## src/rtl/axi_timer_pkg.sv

```systemverilog
// Shared register offsets, bit indices and response codes for the AXI4-Lite timer.
package axi_timer_pkg;

  localparam logic [11:0] TMR_CTRL     = 12'h000;
  localparam logic [11:0] TMR_COUNT_LO = 12'h004;
  localparam logic [11:0] TMR_COUNT_HI = 12'h008;
  localparam logic [11:0] TMR_PRESCALE = 12'h00C;
  localparam logic [11:0] TMR_CMP_LO   = 12'h010;
  localparam logic [11:0] TMR_CMP_HI   = 12'h014;
  localparam logic [11:0] TMR_STATUS   = 12'h018;

  localparam int unsigned CTRL_EN_BIT      = 0;
  localparam int unsigned CTRL_CLR_BIT     = 1;
  localparam int unsigned STATUS_MATCH_BIT = 0;
  localparam int unsigned STATUS_IE_BIT    = 1;

  typedef enum logic [1:0] {
    RESP_OKAY   = 2'b00,
    RESP_SLVERR = 2'b10
  } axi_resp_e;

  // Byte-lane merge of a write into an existing 32-bit value.
  function automatic logic [31:0] apply_strb(input logic [31:0] old_v,
                                             input logic [31:0] new_v,
                                             input logic [3:0]  strb);
    logic [31:0] r;
    r = old_v;
    for (int i = 0; i < 4; i++) begin
      if (strb[i]) r[8*i +: 8] = new_v[8*i +: 8];
    end
    return r;
  endfunction

  // Offsets outside the 8-word window, plus the last word, have no register.
  function automatic logic reg_unmapped(input logic [11:0] off);
    return (off[11:5] != 7'd0) || (off[4:2] == 3'b111);
  endfunction

endpackage

```

## src/rtl/timer_core.sv

```systemverilog
// Prescaled 64-bit free-running counter with load/clear and optional compare.
// Compare ports exist only when TIMER_CMP_EN is defined.
module timer_core #(
  parameter int unsigned PRESC_WIDTH = 16
) (
  input  logic                   clk,
  input  logic                   nrst,
  input  logic                   en,
  input  logic                   clr,
  input  logic                   load_lo,
  input  logic                   load_hi,
  input  logic [31:0]            load_data,
  input  logic [PRESC_WIDTH-1:0] prescale,
  output logic [63:0]            count
`ifdef TIMER_CMP_EN
  ,
  input  logic [63:0]            cmp,
  output logic                   match_hit_c
`endif
);

  logic [PRESC_WIDTH-1:0] pcnt;
  logic                   tick_c;

  // >= so a PRESCALE lowered below the running count cannot stall the counter.
  assign tick_c = en && (pcnt >= prescale);

  always_ff @(posedge clk or negedge nrst) begin
    if (!nrst) begin
      count <= '0;
      pcnt  <= '0;
    end else if (clr) begin
      count <= '0;
      pcnt  <= '0;
    end else begin
      if (en) pcnt <= tick_c ? '0 : pcnt + PRESC_WIDTH'(1);
      if (load_lo)      count[31:0]  <= load_data;
      else if (load_hi) count[63:32] <= load_data;
      else if (tick_c)  count        <= count + 64'd1;
    end
  end

`ifdef TIMER_CMP_EN
  assign match_hit_c = en && (count == cmp);
`endif

endmodule

```

## src/rtl/axi_lite_timer.sv

```systemverilog
// AXI4-Lite subordinate wrapping timer_core: channel handshakes and register file.
// Define TIMER_CMP_EN to add the CMP_LO/CMP_HI/STATUS registers and the irq output.
module axi_lite_timer
  import axi_timer_pkg::*;
#(
  parameter int unsigned ADDR_WIDTH  = 32,
  parameter int unsigned DATA_WIDTH  = 32,
  parameter int unsigned PRESC_WIDTH = 16
) (
  input  logic                  clk,
  input  logic                  nrst,
  input  logic [ADDR_WIDTH-1:0] awaddr,
  input  logic [2:0]            awprot,
  input  logic                  awvalid,
  output logic                  awready,
  input  logic [31:0]           wdata,
  input  logic [3:0]            wstrb,
  input  logic                  wvalid,
  output logic                  wready,
  output logic [1:0]            bresp,
  output logic                  bvalid,
  input  logic                  bready,
  input  logic [ADDR_WIDTH-1:0] araddr,
  input  logic [2:0]            arprot,
  input  logic                  arvalid,
  output logic                  arready,
  output logic [31:0]           rdata,
  output logic [1:0]            rresp,
  output logic                  rvalid,
  input  logic                  rready,
  output logic                  irq
);

  if (DATA_WIDTH != 32) begin : g_bad_data_width
    $error("axi_lite_timer: only DATA_WIDTH=32 is supported");
  end

  logic                   aw_held, w_held, aw_held_n, w_held_n, bvalid_n, rvalid_n;
  logic [9:0]             aw_off_q;
  logic [31:0]            w_data_q;
  logic [3:0]             w_strb_q;
  logic                   aw_hs_c, w_hs_c, ar_hs_c, commit_c, b_done_c;
  logic [11:0]            wr_off, rd_off;
  logic                   wr_err_c, rd_err_c;
  logic [31:0]            rd_data_c;
  logic                   ctrl_en;
  logic [PRESC_WIDTH-1:0] prescale;
  logic [31:0]            snapshot;
  logic [63:0]            count;
  logic                   ctrl_wr_c, en_eff_c, clr_c, load_lo_c, load_hi_c;
  logic [31:0]            load_data_c;
  logic                   unused_ok;
`ifdef TIMER_CMP_EN
  logic [31:0]            cmp_lo, cmp_hi;
  logic                   match, ie, match_hit_c, status_wr_c, match_n, ie_n;
`endif

  assign unused_ok = ^{awprot, arprot, awaddr[ADDR_WIDTH-1:12], awaddr[1:0],
                       araddr[ADDR_WIDTH-1:12], araddr[1:0]};

  assign aw_hs_c  = awvalid && awready;
  assign w_hs_c   = wvalid && wready;
  assign ar_hs_c  = arvalid && arready;
  assign commit_c = aw_held && w_held && !bvalid;
  assign b_done_c = bvalid && bready;
  assign wr_off   = {aw_off_q, 2'b00};
  assign rd_off   = {araddr[11:2], 2'b00};
  assign wr_err_c = reg_unmapped(wr_off);

  // Write-channel next state; readies are registered from these.
  always_comb begin
    aw_held_n = aw_held;
    w_held_n  = w_held;
    bvalid_n  = bvalid;
    if (aw_hs_c) aw_held_n = 1'b1;
    if (w_hs_c)  w_held_n  = 1'b1;
    if (commit_c) bvalid_n = 1'b1;
    if (b_done_c) begin
      aw_held_n = 1'b0;
      w_held_n  = 1'b0;
      bvalid_n  = 1'b0;
    end
  end

  always_ff @(posedge clk or negedge nrst) begin
    if (!nrst) begin
      aw_held  <= 1'b0;
      w_held   <= 1'b0;
      bvalid   <= 1'b0;
      awready  <= 1'b0;
      wready   <= 1'b0;
      bresp    <= RESP_OKAY;
      aw_off_q <= '0;
      w_data_q <= '0;
      w_strb_q <= '0;
    end else begin
      aw_held <= aw_held_n;
      w_held  <= w_held_n;
      bvalid  <= bvalid_n;
      awready <= !aw_held_n && !bvalid_n;
      wready  <= !w_held_n && !bvalid_n;
      if (aw_hs_c) aw_off_q <= awaddr[11:2];
      if (w_hs_c) begin
        w_data_q <= wdata;
        w_strb_q <= wstrb;
      end
      if (commit_c) bresp <= wr_err_c ? RESP_SLVERR : RESP_OKAY;
    end
  end

  // A committing CTRL write takes effect on the counter at the same edge.
  assign ctrl_wr_c   = commit_c && (wr_off == TMR_CTRL) && w_strb_q[0];
  assign en_eff_c    = ctrl_wr_c ? w_data_q[CTRL_EN_BIT] : ctrl_en;
  assign clr_c       = ctrl_wr_c && w_data_q[CTRL_CLR_BIT];
  assign load_lo_c   = commit_c && (wr_off == TMR_COUNT_LO);
  assign load_hi_c   = commit_c && (wr_off == TMR_COUNT_HI);
  assign load_data_c = apply_strb(load_hi_c ? count[63:32] : count[31:0], w_data_q, w_strb_q);

  always_ff @(posedge clk or negedge nrst) begin
    if (!nrst) begin
      ctrl_en  <= 1'b0;
      prescale <= '0;
    end else begin
      ctrl_en <= en_eff_c;
      if (commit_c && (wr_off == TMR_PRESCALE))
        prescale <= PRESC_WIDTH'(apply_strb(32'(prescale), w_data_q, w_strb_q));
    end
  end

`ifdef TIMER_CMP_EN
  // Sticky match: a new hit in the same cycle as a W1C keeps MATCH set.
  assign status_wr_c = commit_c && (wr_off == TMR_STATUS) && w_strb_q[0];
  assign match_n     = match_hit_c || (match && !(status_wr_c && w_data_q[STATUS_MATCH_BIT]));
  assign ie_n        = status_wr_c ? w_data_q[STATUS_IE_BIT] : ie;

  always_ff @(posedge clk or negedge nrst) begin
    if (!nrst) begin
      cmp_lo <= '1;
      cmp_hi <= '1;
      match  <= 1'b0;
      ie     <= 1'b0;
      irq    <= 1'b0;
    end else begin
      if (commit_c && (wr_off == TMR_CMP_LO)) cmp_lo <= apply_strb(cmp_lo, w_data_q, w_strb_q);
      if (commit_c && (wr_off == TMR_CMP_HI)) cmp_hi <= apply_strb(cmp_hi, w_data_q, w_strb_q);
      match <= match_n;
      ie    <= ie_n;
      irq   <= match_n && ie_n;
    end
  end
`else
  assign irq = 1'b0;
`endif

  timer_core #(.PRESC_WIDTH(PRESC_WIDTH)) u_core (
    .clk        (clk),
    .nrst       (nrst),
    .en         (en_eff_c),
    .clr        (clr_c),
    .load_lo    (load_lo_c),
    .load_hi    (load_hi_c),
    .load_data  (load_data_c),
    .prescale   (prescale),
    .count      (count)
`ifdef TIMER_CMP_EN
    ,
    .cmp        ({cmp_hi, cmp_lo}),
    .match_hit_c(match_hit_c)
`endif
  );

  always_comb begin
    rd_data_c = '0;
    rd_err_c  = 1'b0;
    case (rd_off)
      TMR_CTRL:     rd_data_c[CTRL_EN_BIT] = ctrl_en;
      TMR_COUNT_LO: rd_data_c = count[31:0];
      TMR_COUNT_HI: rd_data_c = snapshot;
      TMR_PRESCALE: rd_data_c = 32'(prescale);
`ifdef TIMER_CMP_EN
      TMR_CMP_LO:   rd_data_c = cmp_lo;
      TMR_CMP_HI:   rd_data_c = cmp_hi;
      TMR_STATUS: begin
        rd_data_c[STATUS_MATCH_BIT] = match;
        rd_data_c[STATUS_IE_BIT]    = ie;
      end
`else
      TMR_CMP_LO, TMR_CMP_HI, TMR_STATUS: rd_data_c = '0;
`endif
      default:      rd_err_c = 1'b1;
    endcase
  end

  assign rvalid_n = ar_hs_c ? 1'b1 : ((rvalid && rready) ? 1'b0 : rvalid);

  // COUNT_LO reads latch the live upper word so a following HI read is coherent.
  always_ff @(posedge clk or negedge nrst) begin
    if (!nrst) begin
      rvalid   <= 1'b0;
      arready  <= 1'b0;
      rdata    <= '0;
      rresp    <= RESP_OKAY;
      snapshot <= '0;
    end else begin
      rvalid  <= rvalid_n;
      arready <= !rvalid_n;
      if (ar_hs_c) begin
        rdata <= rd_data_c;
        rresp <= rd_err_c ? RESP_SLVERR : RESP_OKAY;
        if (rd_off == TMR_COUNT_LO) snapshot <= count[63:32];
      end
    end
  end

endmodule
```

## config.mk

```make
export PLATFORM = sky130hd
export DESIGN_NAME = axi_lite_timer
export DESIGN_NICKNAME = d
export VERILOG_FILES = /design/src/rtl/axi_timer_pkg.sv /design/src/rtl/timer_core.sv /design/src/rtl/axi_lite_timer.sv
export SDC_FILE = /design/constraint.sdc
export NUM_CORES = 1
export LEC_CHECK = 0
export BUFFER_PORTS_ARGS = -buffer_cell sky130_fd_sc_hd__clkbuf_2
export CAP_MARGIN = 30
export CORE_MARGIN = 2
export CORE_UTILIZATION = 40
export CTS_BUF_LIST = sky130_fd_sc_hd__clkbuf_8 sky130_fd_sc_hd__clkbuf_16
export CTS_CLUSTER_SIZE = 25
export DETAILED_ROUTE_END_ITERATION = 7
export PLACE_DENSITY = 0.58
export SYNTH_ARGS = -nofsm -noshare
export SYNTH_HDL_FRONTEND = slang
export SYNTH_HIERARCHICAL = 1
export SYNTH_SLANG_ARGS = --single-unit
```

## constraint.sdc

```tcl
create_clock -name clk -period 4.2 [get_ports clk]
set_clock_uncertainty 0.1 [all_clocks]
set_input_delay 0.63 -clock clk [delete_from_list [all_inputs] [get_ports clk]]
set_output_delay 0.63 -clock clk [all_outputs]
set_load 0.005 [all_outputs]
```

==> metrics.txt <==
# TYPE chip_impl_metric gauge
chip_impl_info{name="status",value="complete, no violations"} 1
chip_impl_metric{name="placementRows",unit=""} 64
chip_impl_metric{name="wl_met1",unit="um"} 18400
chip_impl_metric{name="max_capacitance_violation_count",unit=""} 0
chip_impl_metric{name="path_max_fanout",unit=""} 15
chip_impl_metric{name="post_cts_buffers",unit=""} 0
chip_impl_metric{name="drive_gt1_frac",unit=""} 0.230
chip_impl_metric{name="maxSlewHeadroom",unit=""} 0.320
chip_impl_info{name="worstPathCellList",value="or3_1 > or4_4 > inv_1 > inv_1 > nand2_1 > buf_4 > a31oi_2 > nor2_1 > o21ai_0"} 1
chip_impl_metric{name="grt_pass1_vias",unit=""} 10656
chip_impl_info{name="critPathSlowestCell",value="or3_1"} 1
chip_impl_info{name="rsz_0062_raised_after_global_routing",value="false"} 1
chip_impl_metric{name="cts.sinks",unit=""} 216
chip_impl_metric{name="port_bufs",unit=""} 101
chip_impl_info{name="topRoutingLayerUsed",value="met4"} 1
chip_impl_metric{name="routed_via_density",unit=""} 6.16
chip_impl_metric{name="power",unit="mW"} 6.54
chip_impl_metric{name="timing.final.setup_violations",unit=""} 0
chip_impl_metric{name="met2WireLength",unit="um"} 17400
chip_impl_metric{name="timing.fmax",unit="MHz"} 285
chip_impl_info{name="regToRegStartpoint",value="aw_off_q[3]"} 1
chip_impl_info{name="crit-reg2reg-capture",value="u_core/count[8]"} 1
chip_impl_metric{name="n_antenna_cell",unit=""} 0
chip_impl_metric{name="mappedNetlistArea",unit="um^2"} 12500
chip_impl_metric{name="worst_skew_pair.late_latency",unit="ns"} 0.54
chip_impl_metric{name="grt_max_degree",unit=""} 104
chip_impl_metric{name="post-place-ws",unit="ns"} 0.782
chip_impl_metric{name="power_density",unit="nW/um^2"} 453
chip_impl_metric{name="number_of_buffers_created_by_cts",unit=""} 26
chip_impl_metric{name="ant_nets",unit=""} 0
chip_impl_metric{name="r2r_slack",unit="ns"} 0.69
chip_impl_metric{name="routed_wl",unit="um"} 40200
chip_impl_metric{name="vias_post_dr",unit=""} 11220
chip_impl_metric{name="wl_per_cell",unit="um"} 22.1
chip_impl_info{name="cts_root_buffer",value="clkbuf_16"} 1
chip_impl_metric{name="post-route-period-util",unit=""} 0.836
chip_impl_metric{name="crit_cells",unit=""} 9
chip_impl_metric{name="hold_fix_buffers_at_cts",unit=""} 0
chip_impl_metric{name="nFillCells",unit=""} 2973
chip_impl_metric{name="ir_drop",unit="mV"} 0.368
chip_impl_metric{name="area.growth.synth_to_final",unit="%"} 15.5
chip_impl_metric{name="synth_warnings",unit=""} 6
chip_impl_metric{name="drt_pass1_iterations",unit=""} 6
chip_impl_info{name="path_common_cell",value="inv_1"} 1
chip_impl_metric{name="worst_r2r_path_depth",unit=""} 9
chip_impl_metric{name="grt_pass1_wl",unit="um"} 63100
chip_impl_metric{name="gp_routability_congestion",unit=""} 0.942
chip_impl_metric{name="design_area",unit="um^2"} 14500
chip_impl_metric{name="final_util",unit=""} 0.471
chip_impl_info{name="endpoint",value="u_core/count[8]"} 1
chip_impl_metric{name="timing.final.ws_setup",unit="ns"} 0.689
chip_impl_metric{name="clk_transition_reported_paths",unit="ns"} 0.07
chip_impl_metric{name="remaining_design_rule_violation_count",unit=""} 0
chip_impl_metric{name="post_synth_inst_count",unit=""} 1325
chip_impl_metric{name="post-dp-hpwl",unit="um"} 28400
chip_impl_metric{name="yosys.cell_types.count",unit=""} 71
chip_impl_metric{name="slew_viol_final",unit=""} 0
chip_impl_metric{name="detailed_place.area",unit="um^2"} 13500
chip_impl_metric{name="grt_antenna_before_repair",unit=""} 0
chip_impl_metric{name="synth.ff_latch_count",unit=""} 216
chip_impl_metric{name="yosysSeqAreaShare",unit=""} 0.432
chip_impl_metric{name="initial_drc_count",unit=""} 1020
chip_impl_metric{name="ys_async_sr_fraction",unit=""} 1.00
chip_impl_info{name="criticalPathCategory",value="flip-flop to flip-flop"} 1
chip_impl_metric{name="crit_arrival",unit="ns"} 3.81
chip_impl_metric{name="setup_tns",unit="ns"} 0
chip_impl_metric{name="mapped_avg_cell_area",unit="um^2"} 9.45
chip_impl_metric{name="initial_standard_cell_utilization_of_the_core",unit=""} 0.408
chip_impl_metric{name="final_period_minus_worst_setup_slack",unit="ns"} 3.51
chip_impl_metric{name="boundaryPins",unit=""} 155
chip_impl_metric{name="gr-usage-all-layers",unit=""} 0.243
chip_impl_metric{name="cts.repair.resized",unit=""} 0
chip_impl_info{name="synth_ff_type",value="dfrtp_1"} 1
chip_impl_metric{name="die_height",unit="um"} 181
chip_impl_metric{name="number_of_enable_flip_flop_cells_after_synthesis",unit=""} 0
chip_impl_metric{name="number_of_nets_in_the_finished_design",unit=""} 1535
chip_impl_metric{name="worst_slew_pin_slew",unit="ns"} 1.01
chip_impl_metric{name="cellLeakagePower",unit="nW"} 5.85
chip_impl_info{name="cp-start-kind",value="flip-flop"} 1
chip_impl_info{name="worstSetupEndpointType",value="flip-flop"} 1
chip_impl_info{name="holdCritPathClass",value="primary input to async pin"} 1
chip_impl_metric{name="worst-path-buf-inv",unit=""} 3
chip_impl_metric{name="finalHoldViolations",unit=""} 0
chip_impl_metric{name="cp.required",unit="ns"} 4.50
chip_impl_info{name="clock_tree_from_tritoncts",value="done"} 1
chip_impl_metric{name="die-area",unit="um^2"} 32700
chip_impl_metric{name="globalRoute.totalOverflow",unit=""} 0
chip_impl_info{name="critPathTopFamily",value="simple AND/OR/NAND/NOR gates"} 1
chip_impl_metric{name="cts_max_level",unit=""} 1
chip_impl_metric{name="cts_buffer_depth",unit=""} 3
chip_impl_metric{name="die_w",unit="um"} 181
chip_impl_metric{name="met3RoutedLength",unit="um"} 3540
chip_impl_metric{name="cp_slowest_stage_delay",unit="ns"} 0.71
chip_impl_info{name="cp-startpoint",value="aw_off_q[3]"} 1
chip_impl_metric{name="coreArea",unit="um^2"} 30700
[sequential cells by signal, summed over array words and instances, names as in the netlist, 4 cells and up]
| name | cells |
|---|---|
| u_core/count | 64 |
| rdata | 32 |
| snapshot | 32 |
| w_data_q | 32 |
| prescale | 16 |
| u_core/pcnt | 16 |
| aw_off_q | 10 |
| w_strb_q | 4 |
[where the power goes]
part	total [mW]	switching (mW)	internal, mW
combinational	1.38	0.827	0.551
sequential	2.68	0.330	2.35
clock	2.49	0.926	1.56
total	6.54	2.08	4.46
[logic make-up after synthesis]
kind of cell / synth area share
and+or+nand+nor: 0.207
AOI/OAI and AO/OA: 0.195
DFF: 0.432
buffers and inverters: 0.0432
muxes: 0.102
adders and majority gates: 0.0180
xor gates and xnor gates: 0.00140
other: 0.000300
[worst min path at each step]
stage	start	to	depth (start not counted)
4_1_cts	nrst	w_data_q[3]	1
5_1_grt	nrst	rdata[2]	1
6_report	nrst	rdata[2]	1
3_3_place_gp	rdata[13]	rdata[13]	2
3_5_place_dp	rdata[7]	rdata[7]	2
2_1_floorplan	nrst	arready	0
[stage by stage]
step,std cells,hold WS [ns]
after floorplan,1327,0.234
after global placement,1771,0.364
after detailed placement,1771,0.372
after CTS,1819,0.0824
after global routing,1820,0.0919
final,1820,0.0456
[final cells by class]
type	count	area [um^2]	share of cell area
timing repair buffer	144	876	0.0606
inverter	30	113	0.00779
multi-input combinational	986	6610	0.457
sequential	216	5410	0.374
tap	396	495	0.0343
clock buffer	32	744	0.0515
clock inverter	16	209	0.0145
[synthesized netlist by cell type (all sizes together), types with 3 or more instances]
| master | count | area (um^2) |
|---|---|---|
| o41ai | 33 | 289 |
| a32o | 3 | 30.0 |
| a41oi | 3 | 26.3 |
| a22o | 4 | 35.0 |
| o211ai | 38 | 285 |
| o311ai | 16 | 140 |
| a31oi | 23 | 150 |
| o2bb2ai | 8 | 70.1 |
| dfrtp | 216 | 5410 |
| a21oi | 52 | 260 |
| o22ai | 21 | 131 |
| and4 | 7 | 63.8 |
| o21ai | 67 | 335 |
| nor4 | 29 | 218 |
| a31o | 4 | 35.0 |
| nand2 | 162 | 613 |
| a22oi | 46 | 345 |
| inv | 30 | 113 |
| a2111oi | 3 | 26.3 |
| and2 | 8 | 50.1 |
| buf | 22 | 154 |
| and3 | 11 | 68.8 |
| nand2b | 41 | 257 |
| or2 | 7 | 43.8 |
| o31a | 12 | 105 |
| or4 | 13 | 109 |
| mux2 | 111 | 1250 |
| clkbuf | 73 | 274 |
| nand4b | 4 | 35.0 |
| nand3 | 36 | 180 |
| nor3 | 47 | 235 |
| and4b | 3 | 30.0 |
| nor2 | 52 | 195 |
| nand4 | 26 | 163 |
| nor2b | 35 | 219 |
| a2bb2oi | 3 | 26.3 |
| or3 | 9 | 66.3 |
| o21bai | 4 | 30.0 |
| ha | 18 | 225 |
[routing by layer]
metal	vias up	GRT usage
li1	5162	-
met1	5491	0.353
met2	492	0.365
met3	75	0.0506
met4	0	0.0668
met5	-	0
[placed cells by master, fill, tap and decap left out, types with 5 or more instances in the layout]
cell / n
dfrtp_1: 216
nand2_1: 159
mux2_2: 111
clkbuf_2: 100
o21ai_0: 62
a21oi_1: 52
nor2_1: 52
nor3_1: 46
a22oi_1: 46
nand2b_1: 41
buf_4: 40
o211ai_1: 38
inv_1: 36
nand3_1: 36
nor2b_1: 33
o41ai_1: 33
clkbuf_16: 27
nor4_1: 26
nand4_1: 26
a31oi_1: 22
o22ai_1: 21
ha_1: 18
o311ai_0: 16
o31a_1: 12
and3_1: 11
or4_1: 10
o2bb2ai_1: 8
and2_1: 8
or3_1: 7
or2_2: 6
clkbuf_8: 5
bufinv_16: 5
and4_1: 5
[worst reg2reg max path, delay by kind of cell (launching register included)]
family,cells,cell delay (ns)
flip-flops,1,0.39
AND/OR/NAND/NOR,4,2.02
AO/OA/AOI/OAI,2,0.30
buffers and inverters,3,0.58
No activity file was read; power rests on OpenSTA's default activity.
